[src/rtl/imem_load_ctrl.sv]
// Instruction-memory port arbiter: a boot loader streams program words in,
// then the memory is handed to the core fetch path until the next start.
module imem_load_ctrl #(
   parameter int unsigned DEPTH = 32,
   parameter int unsigned AW    = 5
) (
   input  logic          clk,
   input  logic          reset_n,
   input  logic          start,
   input  logic          ld_valid,
   output logic          ld_ready,
   input  logic [31:0]   ld_addr,
   input  logic [31:0]   ld_data,
   input  logic          ld_last,
   input  logic [31:0]   fetch_addr,
   output logic [31:0]   fetch_instr,
   output logic          fetch_fault,
   output logic          cpu_run,
   output logic          load_err,
   output logic [AW:0]   words_loaded,
   output logic          mem_we,
   output logic [AW-1:0] mem_addr,
   output logic [31:0]   mem_wdata,
   input  logic [31:0]   mem_rdata
);

   localparam logic [31:0] MemBytes = 32'(DEPTH * 4);
   localparam logic [AW:0] WordsMax = (AW + 1)'(DEPTH);

   typedef enum logic [2:0] {
      StIdle,
      StLoad,
      StDrain,
      StRun,
      StErr
   } state_e;

   state_e        state_q, state_d;
   logic          load_err_q, load_err_d;
   logic [AW:0]   words_q, words_d;
   // One-deep write pipeline between an accepted beat and the memory strobe.
   logic          wr_pend_q, wr_pend_d;
   logic [AW-1:0] wr_addr_q, wr_addr_d;
   logic [31:0]   wr_data_q, wr_data_d;

   logic beat_acc;
   logic beat_bad;
   logic beat_good;
   logic run;

   assign beat_acc  = (state_q == StLoad) && ld_valid;
   assign beat_bad  = (ld_addr[1:0] != 2'b00) || (ld_addr >= MemBytes);
   assign beat_good = beat_acc && !beat_bad;
   assign run       = (state_q == StRun);

   // Next-state, sticky error, beat counter and write-pipeline capture.
   always_comb begin
      state_d    = state_q;
      load_err_d = load_err_q;
      words_d    = words_q;
      wr_pend_d  = beat_good;
      wr_addr_d  = wr_addr_q;
      wr_data_d  = wr_data_q;

      if (beat_good) begin
         wr_addr_d = ld_addr[AW+1:2];
         wr_data_d = ld_data;
      end

      unique case (state_q)
         StIdle: begin
            if (start) state_d = StLoad;
         end
         StLoad: begin
            if (start) begin
               state_d = StLoad;
            end else if (beat_acc && beat_bad) begin
               state_d = StErr;
            end else if (beat_good && ld_last) begin
               state_d = StDrain;
            end
         end
         StDrain: begin
            state_d = start ? StLoad : StRun;
         end
         StRun, StErr: begin
            if (start) state_d = StLoad;
         end
         default: state_d = StIdle;
      endcase

      // start wins over a same-cycle bad beat; a same-cycle good beat is still written.
      if (start) begin
         load_err_d = 1'b0;
         words_d    = '0;
      end else begin
         if (beat_acc && beat_bad) load_err_d = 1'b1;
         if (beat_good && (words_q != WordsMax)) words_d = words_q + 1'b1;
      end
   end

   // State and pipeline registers with synchronous active-low reset.
   always_ff @(posedge clk) begin
      if (!reset_n) begin
         state_q    <= StIdle;
         load_err_q <= 1'b0;
         words_q    <= '0;
         wr_pend_q  <= 1'b0;
         wr_addr_q  <= '0;
         wr_data_q  <= '0;
      end else begin
         state_q    <= state_d;
         load_err_q <= load_err_d;
         words_q    <= words_d;
         wr_pend_q  <= wr_pend_d;
         wr_addr_q  <= wr_addr_d;
         wr_data_q  <= wr_data_d;
      end
   end

   // Output decode: the pending write owns the port; fetch only drives it in RUN.
   always_comb begin
      ld_ready     = (state_q == StLoad);
      cpu_run      = run;
      load_err     = load_err_q;
      words_loaded = words_q;
      fetch_fault  = run && ((fetch_addr[1:0] != 2'b00) || (fetch_addr >= MemBytes));
      fetch_instr  = (run && !fetch_fault) ? mem_rdata : 32'h0;
      // A write still pending while reset is asserted is discarded.
      mem_we       = wr_pend_q && reset_n;
      mem_wdata    = wr_pend_q ? wr_data_q : 32'h0;
      if (wr_pend_q) begin
         mem_addr = wr_addr_q;
      end else if (run) begin
         mem_addr = fetch_addr[AW+1:2];
      end else begin
         mem_addr = '0;
      end
   end

endmodule
[config.mk]
export PLATFORM = sky130hd
export DESIGN_NAME = imem_load_ctrl
export DESIGN_NICKNAME = d
export VERILOG_FILES = /design/src/rtl/imem_load_ctrl.sv
export SDC_FILE = /design/constraint.sdc
export NUM_CORES = 1
export LEC_CHECK = 0
export CELL_PAD_IN_SITES_DETAIL_PLACEMENT = 1
export CELL_PAD_IN_SITES_GLOBAL_PLACEMENT = 2
export CORE_AREA = 3 3 96 98
export CTS_CLUSTER_DIAMETER = 50
export CTS_CLUSTER_SIZE = 40
export DETAILED_ROUTE_END_ITERATION = 10
export DIE_AREA = 0 0 99 101
export DONT_BUFFER_PORTS = 1
export GPL_TIMING_DRIVEN = 0
export PLACE_DENSITY = 0.84
export RECOVER_POWER = 50
export SETUP_SLACK_MARGIN = 0.02
export SLEW_MARGIN = 20
export SYNTH_ARGS = -nofsm -noshare
export SYNTH_HDL_FRONTEND = slang
export SYNTH_SLANG_ARGS = --single-unit
[constraint.sdc]
create_clock -name clk -period 6.6 [get_ports clk]
set_clock_uncertainty 0.05 [all_clocks]
set_input_delay 1.65 -clock clk [delete_from_list [all_inputs] [get_ports clk]]
set_output_delay 1.65 -clock clk [all_outputs]
set_load 0.05 [all_outputs]
==> impl_metrics.csv <==
group,metric,value,unit
route,dr_wl_met3,698,um
clock_tree,cts_root_buf,"clkbuf_8",
route,drt-pass1-iter-count,4,
placed_design,gp_congestion,0.821,
timing,worst_slew_pin_slew,1440,ps
yosys,synth.area.top_cells,"dfxtp_1 35%, and2_1 15%, nand3_1 7.6%",
route,wl,9680,um
yosys,synth_most_common_cell,"and2_1",
grt,grt_max_degree,16,
route,postRouteAntennaNets,0,
timing,hold_viol,0,
layout,diodes,0,
layout,area_growth,7.18,%
timing,period_share,78.6,%
yosys,synthDominantCellAreaShare,34.9,%
worst_hold_path,worstHoldPathType,"flop to flop",
clock_tree,cts_sinks,48,
power,power_density,180,nW/um^2
timing,relSlewSlack,2.97,%
clock_tree,cts_max_level,2,
yosys,ys_seq_area_share,34.9,%
yosys,synth_cell_types,40,
grt,grt_pass1_wl,14300,um
timing,rsz0062_at_grt,"false",
layout,multi_input_area,1600,sq um
timing,tns,0,ps
clock_tree,path_clk_slew,90,ps
route,detailedRoute.firstIterationViolations,120,
layout,finalNonFillerCells,469,
timing,setup_violations,0,
yosys,mappedNetlistArea,2760,sq um
flow_run,maxCapViolations,0,
yosys,synth-main-ff-cell,"dfxtp_1",
yosys,synth-async-reset-ratio,0,%
yosys,synth_cells,353,
yosys,yosys.area.top_type,"dfxtp_1",
route,wire_per_inst,20.6,um
yosys,syn_area_per_cell,7.80,sq um
floorplanning,die_area,10000,sq um
clock_tree,insertion_delay,300,ps
route,drc,0,
clock_tree,clockBufferDepth,2,
placed_design,hpwl,7640,um
layout,regArea,961,sq um
setup_path,path_cells,"nor4_1, nand4_1, nor3_1, clkbuf_1, and2_1",
placed_design,port_buffers,0,
clock_tree,numCtsBuffers,5,
grt,grt_pass1_vias,2700,
clock_tree,tritoncts,"done",
power,ir_drop,0.0735,mV
yosys,ys_ff_latch,48,
floorplanning,rows,34,
yosys,syn-num-nets,488,
floorplanning,start_util,32.2,%
route,wl_met1,3900,um
floorplanning,die_h,101,um
route,highest_layer,"met4",
power,p_leak,0.929,nW
route,vias,2676,
grt,track_usage,17.9,%
clock_tree,cts_resized,0,
setup_path,cp_max_fo,10,
timing,fmax,0.193,GHz
floorplanning,io_pins,213,
clock_tree,cts_setup_buffers,0,
yosys,synth_common_cells,"66 x and2_1, 48 x dfxtp_1, 42 x nand3_1, 42 x o21ai_0, 38 x a21oi_1",
clock_tree,hold_buffers,0,
route,dr_wl_met2,4940,um
setup_path,slowest_delay,530,ps
setup_path,critPathCaptureType,"output pin",
setup_path,crit_path_top_delay_cell,"nor3_1",
grt,grt_antenna_before_repair,0,
floorplanning,coreArea,8550,sq um
yosys,synth_edf_count,0,
grt,grt.overflow.total,0,
yosys,ys_warn_count,0,
setup_path,cp.required,4900,ps
setup_path,cp.arrival,3490,ps
outcome,status,"finished clean",
layout,finalNetCount,495,
layout,drive_above_1_share,7.48,%
placed_design,dpl.cell_count,461,
timing,final_max_slew_viol_count,0,
floorplanning,die_x,99,um
timing,fin_crit,5190,ps
setup_path,crit_type,"primary input to output pin",
layout,nFillCells,1084,
setup_path,crit_path_start_kind,"primary input",
route,vias_per_cell,5.71,
[placed cells by master, fill, tap and decap left out, drive strengths merged]
cell / instances
nor2: 4
ha: 2
or3: 3
o41ai: 3
a32o: 2
clkinv: 4
a31oi: 1
inv: 6
mux2i: 2
nand3: 42
o21ai: 42
o21a: 2
nand2b: 1
nor3: 6
buf: 10
and4bb: 1
a21oi: 38
nor4b: 2
o311ai: 3
dfxtp: 48
o211ai: 1
nand4: 5
a21boi: 2
clkbuf: 24
a221oi: 1
nor4: 15
or2: 2
and4: 2
o2111ai: 1
o22ai: 2
and2: 66
nand2: 17
and3: 1
[stage by stage]
| stage | worst slack [ps] | area [sq um] | total power, mW | util [%] | hold WS (ps) |
|---|---|---|---|---|---|
| detailed placement | 1390 | 2900 | 0.362 | 33.9 | 416 |
| CTS | 1390 | 2980 | 0.541 | 34.9 | 429 |
| global route | 1250 | 2950 | 0.554 | 34.5 | 445 |
| global placement | 1420 | 2890 | 0.360 | 33.8 | 401 |
| finish | 1410 | 2950 | 0.530 | 34.5 | 423 |
| floorplan | 1860 | 2760 | 0.350 | - | 395 |
[state kept, by name, indices dropped and copies added, names as in the netlist]
signal and count:
wr_pend_q 1, wr_data_q 32, wr_addr_q 5, words_loaded 6, load_err 1, state_q 3
[critical path: cells and delay by family]
| family | cells | cell delay (ps) |
|---|---|---|
| simple gates | 4 | 1530 |
| buf+inv | 1 | 300 |
[per-layer routing]
| layer | GRT usage (%) | vias up |
|---|---|---|
| met2 | 32.7 | 131 |
| met4 | 3.99 | 0 |
| met3 | 4.50 | 12 |
| met1 | 21.0 | 1262 |
| met5 | 0 | - |
| li1 | - | 1271 |
[cell type report]
| type | instances | area share (%) |
|---|---|---|
| clock buffers | 5 | 2.33 |
| multi-input cells | 269 | 54.3 |
| well taps | 108 | 4.58 |
| inverters | 7 | 0.890 |
| flip-flops and latches | 48 | 32.5 |
| plain buffers | 29 | 4.70 |
| clock inverters | 3 | 0.636 |
[worst paths after layout]
| path | startpoint | end | slack (ps) | cells past startpoint |
|---|---|---|---|---|
| min reg2reg | wr_data_q[23] | wr_data_q[23] | 420 | 2 |
| max | fetch_addr[22] | fetch_instr[11] | 1410 | 5 |
| min | wr_data_q[23] | wr_data_q[23] | 420 | 2 |
| max reg2reg | words_loaded[0] | words_loaded[1] | 4650 | 6 |
[cells by family after synthesis]
logic type / synth area share (%)
and+or+nand+nor: 37.4
muxes: 0.727
DFF: 34.9
AOI/OAI and AO/OA: 19.8
buffers and inverters: 6.27
adders and majority gates: 0.908
[report_power, final]
| part | total, mW | internal, mW | leakage (nW) | switching [mW] |
|---|---|---|---|---|
| Sequential | 0.300 | 0.293 | 0.387 | 0.00743 |
| Combinational | 0.0538 | 0.0149 | 0.494 | 0.0388 |
| Clock | 0.176 | 0.0741 | 0.0479 | 0.102 |
(Power assumes the default switching activity.)
